$ cat config.mk
export PLATFORM = sky130hd
export DESIGN_NAME = ysyx_24070017_alu_issue
export DESIGN_NICKNAME = d
export VERILOG_FILES = /design/src/rtl/ysyx_24070017_alu_issue.sv
export SDC_FILE = /design/constraint.sdc
export NUM_CORES = 1
export LEC_CHECK = 0
export BUFFER_PORTS_ARGS = -buffer_cell sky130_fd_sc_hd__clkbuf_2
export CAP_MARGIN = 20
export CORE_MARGIN = 2
export CORE_UTILIZATION = 54
export DETAILED_ROUTE_END_ITERATION = 8
export PLACE_DENSITY = 0.9
export REMOVE_ABC_BUFFERS = 1
export SETUP_SLACK_MARGIN = 0.05
export SYNTH_ARGS = -nofsm -noshare
export SYNTH_HDL_FRONTEND = slang
export SYNTH_SLANG_ARGS = --single-unit
export TNS_END_PERCENT = 10
$ cat constraint.sdc
create_clock -name clk -period 5.47 [get_ports clk]
set_clock_uncertainty 0.05 [all_clocks]
set_input_delay 0.547 -clock clk [delete_from_list [all_inputs] [get_ports clk]]
set_output_delay 0.547 -clock clk [all_outputs]
set_load 0.1 [all_outputs]
$ cat src/rtl/ysyx_24070017_alu_issue.sv
// rtl/ysyx_24070017_alu_issue.sv - issue/writeback sequencer driving the integer ALU
// Handles RV32I OP, OP-IMM, LUI and AUIPC; every other encoding is flagged illegal.
module ysyx_24070017_alu_issue #(
  parameter int XLEN = 32
) (
  input  logic            clk,
  input  logic            rst,
  input  logic            in_valid,
  output logic            in_ready,
  input  logic [31:0]     in_inst,
  input  logic [XLEN-1:0] in_pc,
  output logic [4:0]      rf_raddr1,
  output logic [4:0]      rf_raddr2,
  input  logic [XLEN-1:0] rf_rdata1,
  input  logic [XLEN-1:0] rf_rdata2,
  output logic [6:0]      alu_opcode,
  output logic [2:0]      alu_funct3,
  output logic [6:0]      alu_funct7,
  output logic [XLEN-1:0] alu_src1,
  output logic [XLEN-1:0] alu_src2,
  input  logic [XLEN-1:0] alu_result,
  output logic            wb_valid,
  input  logic            wb_ready,
  output logic [4:0]      wb_rd,
  output logic [XLEN-1:0] wb_data,
  output logic [XLEN-1:0] wb_pc,
  output logic            illegal
);

  localparam logic [1:0] S_IDLE = 2'd0;
  localparam logic [1:0] S_READ = 2'd1;
  localparam logic [1:0] S_EXEC = 2'd2;
  localparam logic [1:0] S_WB   = 2'd3;

  localparam logic [6:0] OPC_OP     = 7'b0110011;
  localparam logic [6:0] OPC_OP_IMM = 7'b0010011;
  localparam logic [6:0] OPC_LUI    = 7'b0110111;
  localparam logic [6:0] OPC_AUIPC  = 7'b0010111;
  localparam logic [6:0] F7_ALT     = 7'b0100000;

  logic [1:0]      state;
  logic [31:0]     inst_q;
  logic [XLEN-1:0] pc_q;
  logic [6:0]      opcode_q;
  logic [2:0]      funct3_q;
  logic [6:0]      funct7_q;
  logic [XLEN-1:0] src1_q;
  logic [XLEN-1:0] src2_q;
  logic [4:0]      wb_rd_q;
  logic [XLEN-1:0] wb_data_q;
  logic [XLEN-1:0] wb_pc_q;

  logic [6:0]      opc;
  logic [2:0]      f3;
  logic [6:0]      f7;
  logic [4:0]      rd;
  logic [XLEN-1:0] imm_i;
  logic [XLEN-1:0] imm_u;

  logic            dec_illegal;
  logic [6:0]      dec_opcode;
  logic [2:0]      dec_funct3;
  logic [6:0]      dec_funct7;
  logic [XLEN-1:0] dec_src1;
  logic [XLEN-1:0] dec_src2;

  assign opc   = inst_q[6:0];
  assign f3    = inst_q[14:12];
  assign f7    = inst_q[31:25];
  assign rd    = inst_q[11:7];
  assign imm_i = {{(XLEN-12){inst_q[31]}}, inst_q[31:20]};
  assign imm_u = {{(XLEN-32){inst_q[31]}}, inst_q[31:12], 12'b0};

  // LUI and AUIPC reuse the ALU add path (OP-IMM, funct3=000) with imm_u as src2.
  always_comb begin
    dec_illegal = 1'b0;
    dec_opcode  = 7'b0;
    dec_funct3  = 3'b0;
    dec_funct7  = 7'b0;
    dec_src1    = '0;
    dec_src2    = '0;
    case (opc)
      OPC_OP: begin
        dec_opcode = OPC_OP;
        dec_funct3 = f3;
        dec_funct7 = f7;
        dec_src1   = rf_rdata1;
        dec_src2   = rf_rdata2;
        if (f7 == F7_ALT)
          dec_illegal = !(f3 == 3'b000 || f3 == 3'b101);
        else
          dec_illegal = (f7 != 7'b0);
      end
      OPC_OP_IMM: begin
        dec_opcode = OPC_OP_IMM;
        dec_funct3 = f3;
        dec_src1   = rf_rdata1;
        dec_src2   = imm_i;
        if (f3 == 3'b001 || f3 == 3'b101)
          dec_funct7 = f7;
        if (f3 == 3'b001)
          dec_illegal = (f7 != 7'b0);
        else if (f3 == 3'b101)
          dec_illegal = !(f7 == 7'b0 || f7 == F7_ALT);
      end
      OPC_LUI: begin
        dec_opcode = OPC_OP_IMM;
        dec_src2   = imm_u;
      end
      OPC_AUIPC: begin
        dec_opcode = OPC_OP_IMM;
        dec_src1   = pc_q;
        dec_src2   = imm_u;
      end
      default: dec_illegal = 1'b1;
    endcase
  end

  always_ff @(posedge clk) begin
    if (rst) begin
      state     <= S_IDLE;
      inst_q    <= '0;
      pc_q      <= '0;
      opcode_q  <= '0;
      funct3_q  <= '0;
      funct7_q  <= '0;
      src1_q    <= '0;
      src2_q    <= '0;
      wb_rd_q   <= '0;
      wb_data_q <= '0;
      wb_pc_q   <= '0;
    end else begin
      case (state)
        S_IDLE: begin
          if (in_valid) begin
            inst_q <= in_inst;
            pc_q   <= in_pc;
            state  <= S_READ;
          end
        end
        S_READ: begin
          if (dec_illegal) begin
            state <= S_IDLE;
          end else begin
            opcode_q <= dec_opcode;
            funct3_q <= dec_funct3;
            funct7_q <= dec_funct7;
            src1_q   <= dec_src1;
            src2_q   <= dec_src2;
            state    <= S_EXEC;
          end
        end
        S_EXEC: begin
          wb_rd_q   <= rd;
          wb_data_q <= alu_result;
          wb_pc_q   <= pc_q;
          state     <= (rd == 5'd0) ? S_IDLE : S_WB;
        end
        S_WB: begin
          if (wb_ready)
            state <= S_IDLE;
        end
        default: state <= S_IDLE;
      endcase
    end
  end

  assign in_ready   = (state == S_IDLE);
  assign rf_raddr1  = inst_q[19:15];
  assign rf_raddr2  = inst_q[24:20];
  assign illegal    = (state == S_READ) && dec_illegal;

  // ALU inputs are quiet outside EXEC so the ALU sees no stale operands.
  assign alu_opcode = (state == S_EXEC) ? opcode_q : 7'b0;
  assign alu_funct3 = (state == S_EXEC) ? funct3_q : 3'b0;
  assign alu_funct7 = (state == S_EXEC) ? funct7_q : 7'b0;
  assign alu_src1   = (state == S_EXEC) ? src1_q : '0;
  assign alu_src2   = (state == S_EXEC) ? src2_q : '0;

  assign wb_valid   = (state == S_WB);
  assign wb_rd      = wb_rd_q;
  assign wb_data    = wb_data_q;
  assign wb_pc      = wb_pc_q;

endmodule

==> flow_metrics.tcl, run 1 <==
set metrics [dict create \
    root_buffer "clkbuf_16" \
    post_drt_wl_per_cell_um 16.1 \
    route.detailed.drc 0 \
    worstPathArrival_ns 2.74 \
    ir_worst_vdd_v 0.000297 \
    p_comb_share_pct 7.7 \
    hpwl_mm 16.8 \
    power_frac_seq_pct 46.8 \
    r2r_cells 6 \
    die_area_mm2 0.0176 \
    synth-adder-area-share_pct 0 \
    max_slew_margin_pct 31.4 \
    path_clk_slew_ns 0.06 \
    gp_congestion 0.831 \
    wirelength_mm 26.3 \
    drt_first_iter_violations 702 \
    synth_compound_area_share_pct 17.3 \
    dr.pass1.iters 5 \
    grt_pass1_wl_mm 42.1 \
    worstMarginPinSlew_ns 1.03 \
    slowest_delay_ns 0.53 \
    rsz0062_at_grt "false" \
    dp_worst_setup_slack_ns 2.36 \
    grt_max_degree 123 \
    p_switching_mw 0.816 \
    maxCapViolations 0 \
    min_period_over_period_pct 61.1 \
    synth_xor_xnor_area_share_pct 0.0978 \
    fin_total_pwr_mw 3.41 \
    swShare_pct 23.9 \
    reg2reg_from "inst_q[2]" \
    clock_latency_ns 0.50 \
    pwr-share-clk_pct 45.5 \
    die_height_um 133 \
    cts_tree "yes" \
    setup_viol 0 \
    via_per_inst 5.48 \
    power_density_mw_per_mm2 304 \
    antenna_left 0 \
    startpoint_type "register" \
    hold_end "wb_data[28]" \
    cts_setup_buffers 0 \
    cts_hold_repair.buffers 0 \
    yosysWarnings 0 \
    synth_top_family_by_area "simple AND/OR/NAND/NOR gates" \
    cts_max_level 1 \
    nNetsFinal 1566 \
    hp-class "in -> reg" \
    cpMostUsedCell "o211ai_1" \
    crit_path_end_kind "output pin" \
    regToRegSetupSlack_ns 2.29 \
    outcome "finished, final reports clean" \
    crit_type "reg -> out" \
    netlist_area_mm2 0.00895 \
    netlist_instances 1155 \
    worst-path-buf-inv 2 \
    p_int_mw 2.60 \
    min_period_ns 3.34 \
    area_growth_pct 25.2 \
    synth_top_area_share_pct 47.2 \
    num_rows 47 \
    hp-start "alu_result[28]" \
    io_pins 327 \
    post-synth-top-area-cell "dfxtp_1" \
    cts.sinks 211 \
    netlist_top_cells_area "dfxtp_1 47%, nand2_1 14%, a21oi_1 9.6%" \
    cts_buffer_depth 3 \
    grt-ovfl-total 0 \
    io_buffers 323 \
    ys_types 36 \
    ctsResizeCount 0 \
    power.leakage_nw 4.65 \
    max_freq_ghz 0.299 \
    required_ns 4.87 \
    cts_buffers 22 \
    synth_simple_gate_area_share_pct 27.7 \
    initial_core_util_pct 54.6 \
    ys_ff_latch 211 \
    critPathMaxFanout 54 \
    synth.avg_cell_area_um2 7.75 \
    die_w_um 133 \
    final-max-slew-violation-count 0 \
    diodes 0 \
    antenna_found_initial 1 \
    core-area_mm2 0.0164 \
    slowest_stage "buf_4" \
    track_usage_pct 28.9 \
    drive_gt1_share_pct 29.6 \
    worst_slack_ns 2.13 \
    synthMuxAreaShare_pct 1.38 \
    yosysSeqAreaShare_pct 47.2 \
    finalHoldViolCount 0 \
    rr_endpoint "src2_q[10]" \
    path_cells "buf_4, nor2b_1, o211ai_1, o211ai_1, and2_1, clkbuf_2" \
    vias 8969 \
    grt_pass1_vias 8611 \
    critPathTopFamily "buffers and inverters" \
    hold_depth 3 \
]
through the flow:
| stage | area [um2] | TNS, ns | cells | util, % | hold WS (ns) |
|---|---|---|---|---|---|
| 4_1_cts | 11200 | 0 | 1637 | 68.3 | 0.197 |
| 3_5_place_dp | 10400 | 0 | 1598 | 63.7 | 0.387 |
| 2_1_floorplan | 8410 | -28.40 | 1043 | - | 0.371 |
| 6_report | 11200 | 0 | 1637 | 68.3 | 0.211 |
| 3_3_place_gp | 10400 | 0 | 1597 | 63.5 | 0.384 |
| 5_1_grt | 11200 | 0 | 1637 | 68.3 | 0.208 |
synthesized netlist by cell type:
library cell / n
a211oi_1: 36
a21oi_1: 171
a221oi_1: 15
a22oi_1: 1
a31oi_1: 1
and2_1: 86
buf_1: 8
buf_2: 3
buf_4: 15
buf_6: 9
clkbuf_1: 79
conb_1: 1
dfxtp_1: 211
inv_1: 2
mux2_2: 11
nand2_1: 323
nand2b_1: 2
nand3_1: 13
nand3b_1: 1
nand4b_1: 1
nor2_1: 74
nor2_4: 1
nor2b_1: 5
nor3_1: 10
nor3_2: 24
nor4_1: 1
o2111a_1: 1
o2111ai_4: 1
o211a_1: 1
o211ai_1: 2
o21ai_0: 21
o21ai_1: 20
o31ai_1: 1
or3_1: 2
or4b_1: 1
xor2_1: 1
how the worst max path moves through the flow:
stage	startpoint	end	slack, ns	depth (start not counted)
5_1_grt	inst_q[5]	illegal	2.01	6
2_1_floorplan	state[1]	alu_opcode[0]	-1.62	2
3_5_place_dp	inst_q[2]	src2_q[10]	2.36	6
6_report	inst_q[5]	illegal	2.13	6
3_3_place_gp	inst_q[3]	src2_q[11]	2.33	6
4_1_cts	inst_q[5]	illegal	2.13	6
area by class of cell:
type | instances | area [um2]
clock buffer | 31 | 666
clock inverter | 8 | 97.6
fill | 1311 | 5190
inverter | 2 | 7.51
multi-input combinational | 830 | 4190
sequential | 211 | 4230
tap | 220 | 275
timing repair buffer | 335 | 1750
metal layers:
metal  GRT usage (%)  share of wire [%]
met3            6.02                8.5
met4            11.7                3.6
met1            34.6                 38
met5               0              0.049
met2            50.5                 50
worst reg2reg max path, stage by stage (launching register included):
cell,delay [ns]
dfxtp_2,0.92
nor2b_1,0.22
o211ai_1,0.28
o2111a_2,0.74
buf_4,0.54
nand3_1,0.17
a21oi_1,0.19
power groups by stage:
stage          logic [mW]  clock network (mW)  registers (mW)
3_5_place_dp        0.259                   0            1.63
2_1_floorplan       0.103                   0            1.65
4_1_cts             0.261                1.57            1.60
3_3_place_gp        0.254                   0            1.63
5_1_grt             0.287                1.63            1.60
6_report            0.262                1.55            1.60
sequential cells by signal (all words and copies together) (netlist names):
name / flops
funct3_q: 3
funct7_q: 7
inst_q: 32
opcode_q: 2
pc_q: 32
src1_q: 32
src2_q: 32
state: 2
wb_data: 32
wb_pc: 32
wb_rd: 5
layout by cell type, fill, tap and decap left out, types with 2 or more instances in the layout:
| cell type | n |
|---|---|
| nand2_1 | 322 |
| clkbuf_2 | 322 |
| dfxtp_1 | 209 |
| a21oi_1 | 171 |
| and2_1 | 85 |
| nor2_1 | 73 |
| a211oi_1 | 36 |
| nor3_2 | 24 |
| clkbuf_16 | 23 |
| o21ai_0 | 21 |
| o21ai_1 | 20 |
| a221oi_1 | 15 |
| nand3_1 | 13 |
| mux2_2 | 11 |
| nor3_1 | 10 |
| buf_4 | 10 |
| clkbuf_8 | 6 |
| nor2b_1 | 3 |
| conb_1 | 3 |
| clkinvlp_4 | 3 |
| clkinv_2 | 3 |
| o211ai_1 | 2 |
| or3_1 | 2 |
| clkbuf_1 | 2 |
| bufinv_16 | 2 |
| dfxtp_2 | 2 |
cells by family (layout without fill, tap and decap cells):
group           count (synthesis)  after routing
other cells                     1              3
mux                            11             11
xor+xnor                        1              1
buf+inv                       116            376
flops                         211            211
compound gates                271            271
simple gates                  544            544
No activity file was read; power rests on OpenSTA's default activity.
==> run 2, diff against run 1 <==
- CORE_UTILIZATION: 54 -> 50
- PLACE_DENSITY: 0.9 -> 0.85
- clock period: 5.47 -> 3.2 ns (I/O delays scaled with it)
==> run 2 against run 1 <==
Against the previous run: die area increased by 7.8%; sequential cell count unchanged; sequential power increased by 70%; via count increased by 3.9%; total power increased by 66%; non-clock buffer count increased by 78; clock power increased by 55%; global-route usage decreased by 0.069 points; core utilization about the same; register-to-register slack got worse by 1.6 ns; critical path depth decreased by 1; combinational power increased by 110%; critical endpoint unchanged.
==> flow_metrics.tcl, run 2 (synthesis gave the netlist of run 1 again) <==
set metrics [dict create \
    min_period_over_period_pct 92.1 \
    cts_tree "yes" \
    vias 9318 \
    hold_end "wb_data[20]" \
    cts_buffers 22 \
    die_area_mm2 0.0190 \
    finalHoldViolCount 0 \
    required_ns 2.83 \
    p_int_mw 4.26 \
    die_w_um 138 \
    root_buffer "clkbuf_16" \
    reg2reg_from "inst_q[5]" \
    track_usage_pct 28.8 \
    grt-ovfl-total 0 \
    power_frac_seq_pct 48.1 \
    power.leakage_nw 4.96 \
    maxCapViolations 0 \
    clock_latency_ns 0.50 \
    swShare_pct 24.7 \
    setup_viol 0 \
    max_freq_ghz 0.339 \
    fillCellCount 1344 \
    ir_worst_vdd_v 0.000538 \
    multi_input_area_mm2 0.00419 \
    r2r_cells 6 \
    crit_path_end_kind "output pin" \
    dr.pass1.iters 5 \
    hp-class "in -> reg" \
    cts_buffer_depth 3 \
    worstPathArrival_ns 2.58 \
    area_growth_pct 33.0 \
    io_pins 327 \
    drive_gt1_share_pct 28.3 \
    io_buffers 323 \
    pwr-share-clk_pct 42.3 \
    antenna_found_initial 0 \
    hold_slack_ns 0.0140 \
    power_density_mw_per_mm2 476 \
    min_period_ns 2.95 \
    cts_max_level 1 \
    final_cell_mix "322 x nand2_1, 322 x clkbuf_2, 209 x dfxtp_1" \
    path_clk_slew_ns 0.06 \
    crit_type "reg -> out" \
    core-area_mm2 0.0174 \
    max_slew_margin_pct 43.4 \
    grt_pass1_vias 8901 \
    hold_depth 3 \
    antenna_left 0 \
    rsz0062_at_grt "false" \
    post_drt_wl_per_cell_um 16.7 \
    outcome "finished, final reports clean" \
    hpwl_mm 17.6 \
    regToRegSetupSlack_ns 0.72 \
    drt_first_iter_violations 788 \
    num_rows 48 \
    worstMarginPinSlew_ns 0.849 \
    gp_congestion 0.923 \
    ctsResizeCount 0 \
    diodes 0 \
    grt_pass1_wl_mm 43.8 \
    die_height_um 138 \
    hp-start "alu_result[20]" \
    grt_max_degree 93 \
    cts.sinks 211 \
    rr_endpoint "src1_q[11]" \
    nNetsFinal 1644 \
    p_switching_mw 1.40 \
    p_comb_share_pct 9.6 \
    route.detailed.drc 0 \
    startpoint_type "register" \
    initial_core_util_pct 51.4 \
    via_per_inst 5.43 \
    fin_total_pwr_mw 5.66 \
    wirelength_mm 28.8 \
    final-seq-area_mm2 0.00423 \
    critPathMaxFanout 20 \
    final-max-slew-violation-count 0 \
]
run 2: cell types whose count changed in the layout (fill, tap and decap cells not counted), sizes merged:
cell,delta
buf,+9
bufinv,-2
clkinv,+2
clkinvlp,-3
dlygate4sd3,+69
run 2: metrics by stage:
stage | instance area [um2] | std cells | utilization [%] | setup WS, ns | setup TNS [ns]
after global placement | 10500 | 1611 | 60.5 | 0.838 | 0
final | 11900 | 1717 | 68.4 | 0.253 | 0
after global routing | 11900 | 1717 | 68.4 | 0.194 | 0
after CTS | 11900 | 1716 | 68.3 | 0.274 | 0
after detailed placement | 10500 | 1611 | 60.5 | 0.772 | 0
after floorplan | 8410 | 1043 | - | -3.66 | -363.32
run 2: per-layer routing:
layer | vias up | part of all wire (%) | GRT usage, %
li1 | 4459 | - | -
met5 | - | 0 | 0
met1 | 4313 | 39 | 33.9
met2 | 457 | 49 | 50.7
met3 | 89 | 8.2 | 6.62
met4 | 0 | 3.9 | 11.3
run 2: repair_timing:
action / in CTS / in global routing
hold buffers: 69 / 0
setup buffers: 0 / 0
hold endpoints to repair: 69 / 0
run 2: cell type report:
type / instances / share of cell area (%)
sequential: 211 / 35.5
multi-input combinational: 830 / 35.2
timing repair buffer: 413 / 21.3
clock buffer: 31 / 5.34
tap: 225 / 2.36
clock inverter: 5 / 0.210
inverter: 2 / 0.0630
run 2: worst max-delay path by stage:
stage	start	endpoint	depth (start not counted)	slack (ns)
3_5_place_dp	inst_q[5]	src1_q[11]	6	0.77
3_3_place_gp	inst_q[5]	src1_q[24]	6	0.84
2_1_floorplan	state[1]	alu_opcode[0]	2	-3.66
6_report	inst_q[5]	illegal	5	0.25
4_1_cts	inst_q[5]	illegal	5	0.27
5_1_grt	inst_q[5]	illegal	5	0.19
run 2: worst max-delay path: stages (launching register included):
cell and delay [ns]:
dfxtp_2 0.44, or4b_1 0.55, o211a_1 0.27, o211ai_1 0.16
and2_1 0.18, clkbuf_2 0.46
run 2: power by group through the flow:
stage / registers (mW) / logic (mW) / clock network (mW)
finish: 2.72 / 0.541 / 2.40
global route: 2.73 / 0.582 / 2.54
CTS: 2.72 / 0.533 / 2.43
detailed placement: 2.78 / 0.463 / 0
global placement: 2.78 / 0.456 / 0
floorplan: 2.83 / 0.176 / 0
